**src/rtl/matmul_seq_engine.sv**
```systemverilog
// Sequential signed matrix-multiply engine: load A/B rows and C bias, one MAC per cycle, stream results.
// Build option: define MATMUL_SATURATE_EN to clamp overflowed results instead of wrapping them.
module matmul_seq_engine #(
    parameter  int DATA_WIDTH = 8,
    parameter  int BUS_WIDTH  = 32,
    parameter  int ADDR_WIDTH = 32,
    localparam int MAX_DIM    = BUS_WIDTH / DATA_WIDTH,
    localparam int DIMW       = $clog2(MAX_DIM)
) (
    input  logic                  clk_i,
    input  logic                  rst_ni,
    input  logic                  start_i,
    input  logic                  mode_i,
    input  logic [DIMW-1:0]       n_dim_i,
    input  logic [DIMW-1:0]       k_dim_i,
    input  logic [DIMW-1:0]       m_dim_i,
    input  logic                  in_valid_i,
    input  logic [BUS_WIDTH-1:0]  data_a_i,
    input  logic [BUS_WIDTH-1:0]  data_b_i,
    input  logic [BUS_WIDTH-1:0]  data_c_i,
    output logic                  busy_o,
    output logic                  enable_w_o,
    output logic [BUS_WIDTH-1:0]  data_o,
    output logic [ADDR_WIDTH-1:0] address_o,
    output logic [BUS_WIDTH-1:0]  flags_o,
    output logic                  finish_mul_o
);
    localparam int ACCW = BUS_WIDTH + 2*DATA_WIDTH;
    localparam int IDXW = 2*DIMW;
    localparam int CNTW = IDXW + 1;
    localparam int NEL  = MAX_DIM*MAX_DIM;

    typedef enum logic [2:0] {IDLE, LOAD, COMPUTE, WRITE, DONE} state_e;

    state_e                  state_q;
    logic [BUS_WIDTH-1:0]    a_q   [MAX_DIM];
    logic [BUS_WIDTH-1:0]    b_q   [MAX_DIM];
    logic [BUS_WIDTH-1:0]    c_q   [NEL];
    logic [BUS_WIDTH-1:0]    res_q [NEL];
    logic signed [ACCW-1:0]  acc_q;
    logic [DIMW-1:0]         n_q, k_q, m_q, i_q, j_q, kk_q;
    logic                    mode_q;
    logic [CNTW-1:0]         beat_q, e_q;

    function automatic logic overflowed(input logic signed [ACCW-1:0] acc);
        logic [ACCW-BUS_WIDTH:0] top;
        top = acc[ACCW-1:BUS_WIDTH-1];
        return !((&top) || !(|top));
    endfunction

    function automatic logic [BUS_WIDTH-1:0] finalize(input logic signed [ACCW-1:0] acc);
`ifdef MATMUL_SATURATE_EN
        if (!overflowed(acc))
            return acc[BUS_WIDTH-1:0];
        return acc[ACCW-1] ? {1'b1, {(BUS_WIDTH-1){1'b0}}} : {1'b0, {(BUS_WIDTH-1){1'b1}}};
`else
        return acc[BUS_WIDTH-1:0];
`endif
    endfunction

    function automatic logic [ADDR_WIDTH-1:0] wr_addr(input logic [IDXW-1:0] idx);
        return {{(ADDR_WIDTH-IDXW-5){1'b0}}, idx, 5'b10000};
    endfunction

    logic [CNTW-1:0]              n1, k1, m1, tot, load_len;
    logic [IDXW-1:0]              eidx, fidx;
    logic signed [DATA_WIDTH-1:0] a_el, b_el;
    logic signed [2*DATA_WIDTH-1:0] prod;
    logic signed [BUS_WIDTH-1:0]  c_el;
    logic signed [ACCW-1:0]       acc_base, acc_sum;
    logic                         last_k, last_el, ovf;
    logic [BUS_WIDTH-1:0]         result;
    logic [DIMW-1:0]              i_nx, j_nx;

    assign n1       = CNTW'(n_q) + CNTW'(1);
    assign k1       = CNTW'(k_q) + CNTW'(1);
    assign m1       = CNTW'(m_q) + CNTW'(1);
    assign tot      = n1 * m1;
    // tot >= n+1 always, so the load length only has to compare against k+1
    assign load_len = (k1 > tot) ? k1 : tot;

    // e_q walks the compact row-major order used for C and results; fidx is the padded write index
    assign eidx = e_q[IDXW-1:0];
    assign fidx = IDXW'(i_q) * IDXW'(MAX_DIM) + IDXW'(j_q);

    assign a_el     = a_q[i_q][kk_q*DATA_WIDTH +: DATA_WIDTH];
    assign b_el     = b_q[kk_q][j_q*DATA_WIDTH +: DATA_WIDTH];
    assign prod     = a_el * b_el;
    assign c_el     = c_q[eidx];
    assign acc_base = (kk_q != '0) ? acc_q : (mode_q ? ACCW'(c_el) : '0);
    assign acc_sum  = acc_base + ACCW'(prod);
    assign last_k   = (kk_q == k_q);
    assign last_el  = (i_q == n_q) && (j_q == m_q);
    assign ovf      = overflowed(acc_sum);
    assign result   = finalize(acc_sum);
    assign j_nx     = (j_q == m_q) ? '0 : j_q + 1'b1;
    assign i_nx     = (j_q == m_q) ? i_q + 1'b1 : i_q;

    always_ff @(posedge clk_i or negedge rst_ni) begin
        if (!rst_ni) begin
            state_q      <= IDLE;
            for (int r = 0; r < MAX_DIM; r++) begin
                a_q[r] <= '0;
                b_q[r] <= '0;
            end
            for (int r = 0; r < NEL; r++) begin
                c_q[r]   <= '0;
                res_q[r] <= '0;
            end
            acc_q        <= '0;
            n_q          <= '0;
            k_q          <= '0;
            m_q          <= '0;
            i_q          <= '0;
            j_q          <= '0;
            kk_q         <= '0;
            mode_q       <= 1'b0;
            beat_q       <= '0;
            e_q          <= '0;
            busy_o       <= 1'b0;
            enable_w_o   <= 1'b0;
            data_o       <= '0;
            address_o    <= '0;
            flags_o      <= '0;
            finish_mul_o <= 1'b0;
        end else begin
            case (state_q)
                IDLE: if (start_i) begin
                    n_q     <= n_dim_i;
                    k_q     <= k_dim_i;
                    m_q     <= m_dim_i;
                    mode_q  <= mode_i;
                    flags_o <= '0;
                    beat_q  <= '0;
                    busy_o  <= 1'b1;
                    state_q <= LOAD;
                end
                LOAD: if (in_valid_i) begin
                    if (beat_q <= CNTW'(n_q)) a_q[beat_q[DIMW-1:0]] <= data_a_i;
                    if (beat_q <= CNTW'(k_q)) b_q[beat_q[DIMW-1:0]] <= data_b_i;
                    if (beat_q < tot)         c_q[beat_q[IDXW-1:0]] <= data_c_i;
                    beat_q <= beat_q + 1'b1;
                    if (beat_q == load_len - 1'b1) begin
                        i_q     <= '0;
                        j_q     <= '0;
                        kk_q    <= '0;
                        e_q     <= '0;
                        state_q <= COMPUTE;
                    end
                end
                COMPUTE: begin
                    acc_q <= acc_sum;
                    if (!last_k) begin
                        kk_q <= kk_q + 1'b1;
                    end else begin
                        kk_q         <= '0;
                        res_q[eidx]  <= result;
                        if (ovf) flags_o[fidx] <= 1'b1;
                        if (!last_el) begin
                            i_q <= i_nx;
                            j_q <= j_nx;
                            e_q <= e_q + 1'b1;
                        end else begin
                            // Registered outputs: present element 0 now; it is still in flight when only one element exists
                            enable_w_o <= 1'b1;
                            data_o     <= (e_q == '0) ? result : res_q[0];
                            address_o  <= wr_addr('0);
                            i_q        <= (m_q == '0) ? DIMW'(1) : '0;
                            j_q        <= (m_q == '0) ? '0 : DIMW'(1);
                            e_q        <= CNTW'(1);
                            state_q    <= WRITE;
                        end
                    end
                end
                WRITE: if (e_q == tot) begin
                    enable_w_o   <= 1'b0;
                    data_o       <= '0;
                    address_o    <= '0;
                    finish_mul_o <= 1'b1;
                    state_q      <= DONE;
                end else begin
                    enable_w_o <= 1'b1;
                    data_o     <= res_q[eidx];
                    address_o  <= wr_addr(fidx);
                    i_q        <= i_nx;
                    j_q        <= j_nx;
                    e_q        <= e_q + 1'b1;
                end
                DONE: begin
                    finish_mul_o <= 1'b0;
                    busy_o       <= 1'b0;
                    state_q      <= IDLE;
                end
                default: state_q <= IDLE;
            endcase
        end
    end
endmodule

```
**config.mk**
```make
export PLATFORM = sky130hd
export DESIGN_NAME = matmul_seq_engine
export DESIGN_NICKNAME = d
export VERILOG_FILES = /design/src/rtl/matmul_seq_engine.sv
export SDC_FILE = /design/constraint.sdc
export NUM_CORES = 2
export LEC_CHECK = 0
export CAP_MARGIN = 20
export CORE_MARGIN = 1.5
export CORE_UTILIZATION = 65
export CTS_BUF_LIST = sky130_fd_sc_hd__clkbuf_16
export CTS_CLUSTER_DIAMETER = 150
export DETAILED_ROUTE_END_ITERATION = 16
export PLACE_DENSITY = 0.88
export SLEW_MARGIN = 20
export SYNTH_ARGS = -nofsm -noshare
export SYNTH_HDL_FRONTEND = slang
export SYNTH_SLANG_ARGS = --single-unit
```
**constraint.sdc**
```tcl
create_clock -name clk_i -period 25.2 [get_ports clk_i]
set_input_delay 5.04 -clock clk_i [delete_from_list [all_inputs] [get_ports clk_i]]
set_output_delay 5.04 -clock clk_i [all_outputs]
set_load 0.02 [all_outputs]
```
==> run_results.csv <==
group,metric,value,unit
detailed_routing,drc,0,
clock_network,ctsRootBufferMaster,"clkbuf_16",
setup_path,critPathArrivalTime,10820,ps
global_routing,grt.total_usage,0.3417,
yosys,ys_types,88,
timing,fin_crit,10200,ps
clock_network,ctsHoldBuffers,0,
clock_network,cts_max_level,4,
clock_network,cts_tree,"yes",
global_routing,grt_max_degree,194,
finish,layout-drive-gt1-share,0.2819,
detailed_routing,drt-wirelength-per-cell,26.46,um
floorplan,core,110500,um2
global_routing,grt_pass1_wl,293700,um
floorplan,ios,206,
detailed_routing,via_per_inst,6.657,
floorplan,fp-row-count,122,
global_routing,antenna_found_initial,13,
detailed_routing,finalWirelength,191000,um
finish,final_common_cell,"dfrtp_1",
setup_path,reg2regPathDepth,25,
timing,rsz0062_at_grt,"false",
clock_network,clk_pin_slew,70,ps
yosys,synth_edf_count,0,
worst_hold_path,min_from,"acc_q[16]",
timing,max_slew_margin,0.2552,
global_routing,grt_pass1_vias,50990,
finish,area_growth,10.07,%
timing,finalHoldViolations,0,
clock_network,post_cts_buffers,0,
finish,final_cell_mix,"dfrtp_1 (1401), mux2_2 (835), nand2_1 (701), o21ai_0 (591), mux4_2 (398)",
setup_path,timing.rr.end,"flags_o[2]",
run_status,outcome,"completed",
yosys,ys_ff_latch,1409,
yosys,synthCells,5608,
timing,timing.fmax,0.09804,GHz
floorplan,die_area,113200,um2
worst_hold_path,holdCritPathClass,"reg -> reg",
clock_network,cts-resized-gates,0,
setup_path,end_kind,"register",
yosys,syn_area_per_cell,12.88,um2
setup_path,reg2reg_slack,15000,ps
global_routing,grt-ovfl-total,0,
timing,fin_tns_setup,0,ps
timing,finClkSkew,61.62,ps
timing,tightestPinTransition,1117,ps
setup_path,cp_max_fo,106,
setup_path,start_kind,"register",
yosys,synth_warnings,0,
floorplan,die_w,336.4,um
clock_network,cts_num_sinks,1409,
flow_run,cap_violations,0,
timing,finalSetupViolations,0,
worst_hold_path,worstHoldEndpoint,"acc_q[16]",
finish,instances_no_fill,7216,
yosys,synth_ff_type,"dfrtp_1",
detailed_routing,vias,48040,
floorplan,die_h,336.4,um
timing,timing.final.max_slew_violations,0,
setup_path,required,25820,ps
timing,hold-worst-slack,475.3,ps
floorplan,start_util,0.6537,
placement,dp.cells,6954,
clock_network,clock_latency,810,ps
timing,period_share,0.4048,
clock_network,cts_buffer_depth,3,
finish,nets,6060,
placement,gp_congestion,0.9600,
detailed_routing,ant_nets,0,
yosys,ys_seq_area_frac,0.4881,
worst_hold_path,whs_path_depth,2,
yosys,synthesis.area,72240,um2
placement,numPortBuffers,162,
setup_path,path_class,"reg -> reg",
setup_path,r2r-start,"e_q[0]",
placement,dp_hpwl,114900,um
detailed_routing,drt_iter0_markers,4698,
finish,n_fill_cell,6626,
clock_network,cts-buffers-inserted,143,
detailed_routing,first_pass_iters,6,
yosys,async_flop_share,1.000,
## sequential cells by signal (all words and copies together) (netlist names), 2 cells and up
| register | count |
|---|---|
| c_q | 512 |
| res_q | 512 |
| a_q | 128 |
| b_q | 128 |
| acc_q | 48 |
| data_o | 32 |
| flags_o | 16 |
| address_o | 5 |
| beat_q | 5 |
| e_q | 5 |
| state_q | 3 |
| i_q | 2 |
| j_q | 2 |
| k_q | 2 |
| kk_q | 2 |
| m_q | 2 |
| n_q | 2 |
## cell families (layout without fill, tap and decap cells)
group / count (synthesis) / after routing / share of synthesized area
mux: 1265 / 1265 / 0.2590
simple gates: 1005 / 1005 / 0.05996
xor+xnor: 62 / 62 / 0.007517
compound gates: 856 / 856 / 0.06741
buf+inv: 670 / 739 / 0.03809
fa+ha+maj: 340 / 340 / 0.07988
flops: 1409 / 1409 / 0.4881
other cells: 1 / 52 / 0.00005191
## metal layers
metal / up-vias / track usage / wire length, um
met3: 680 / 0.07168 / 17120
met4: 8 / 0.1712 / 9574
met2: 2590 / 0.5524 / 93470
met5: - / 0 / 53
li1: 19880 / - / -
met1: 24880 / 0.4427 / 70740
## critical path, cell delays in order (launching register included)
cell     delay (ps)
dfrtp_4         870
buf_12          670
mux4_2          630
mux2_2          290
o21ai_0         710
o21ai_0         250
buf_4           260
o21ai_0         230
fa_1            560
inv_1           150
fa_1            420
inv_1            90
fa_1            400
inv_1           100
fa_1            420
ha_1            300
ha_1            470
nand4_2         270
or3_1           460
or4_4           470
nand3_1         120
xor2_1          110
nor4_1          350
nand4_1         200
o31ai_4         880
o31ai_1         220
## area by class of cell
| class | instances | area, um2 | area share |
|---|---|---|---|
| clock buffers | 144 | 3603 | 0.04532 |
| multi-input cells | 3571 | 34530 | 0.4343 |
| inverters | 215 | 807.0 | 0.01015 |
| flip-flops and latches | 1409 | 35280 | 0.4437 |
| well taps | 1488 | 1862 | 0.02341 |
| clock inverters | 107 | 840.8 | 0.01057 |
| diodes | 9 | 22.52 | 0.0002832 |
| repair buffers | 273 | 2570 | 0.03232 |
## stage by stage
step / setup slack (ps) / utilization / cell area [um2]
after floorplan: 16390 / - / 72400
after global placement: 15360 / 0.6785 / 74990
after detailed placement: 15200 / 0.6785 / 74990
after CTS: 15140 / 0.7188 / 79430
after global routing: 14510 / 0.7195 / 79510
final: 15000 / 0.7195 / 79520
## synthesized netlist by cell type, types with 23 or more instances
library cell / count / share of area
dfrtp_1: 1409 / 0.49
mux2_2: 835 / 0.13
nand2_1: 705 / 0.037
o21ai_0: 591 / 0.041
mux4_2: 398 / 0.12
clkbuf_1: 298 / 0.015
inv_1: 214 / 0.011
fa_1: 202 / 0.056
ha_1: 138 / 0.024
a21oi_1: 83 / 0.0058
buf_1: 82 / 0.0043
nor2_1: 74 / 0.0038
buf_4: 46 / 0.0048
nand3_1: 46 / 0.0032
nor2b_1: 46 / 0.0040
xnor2_1: 43 / 0.0052
and2_1: 39 / 0.0034
a31oi_1: 37 / 0.0032
buf_2: 26 / 0.0018
a22oi_1: 25 / 0.0026
nand4_1: 23 / 0.0020
## worst max path at each step
| stage | end | start | slack, ps |
|---|---|---|---|
| final | flags_o[2] | e_q[0] | 15000 |
| after global routing | flags_o[15] | e_q[0] | 14510 |
| after CTS | flags_o[2] | e_q[0] | 15140 |
| after detailed placement | flags_o[3] | e_q[0] | 15200 |
| after global placement | flags_o[4] | kk_q[0] | 15360 |
| after floorplan | flags_o[5] | kk_q[0] | 16390 |
Power is not shown: default switching activity piles up to over one toggle a cycle in this logic, so the estimate is an artifact.
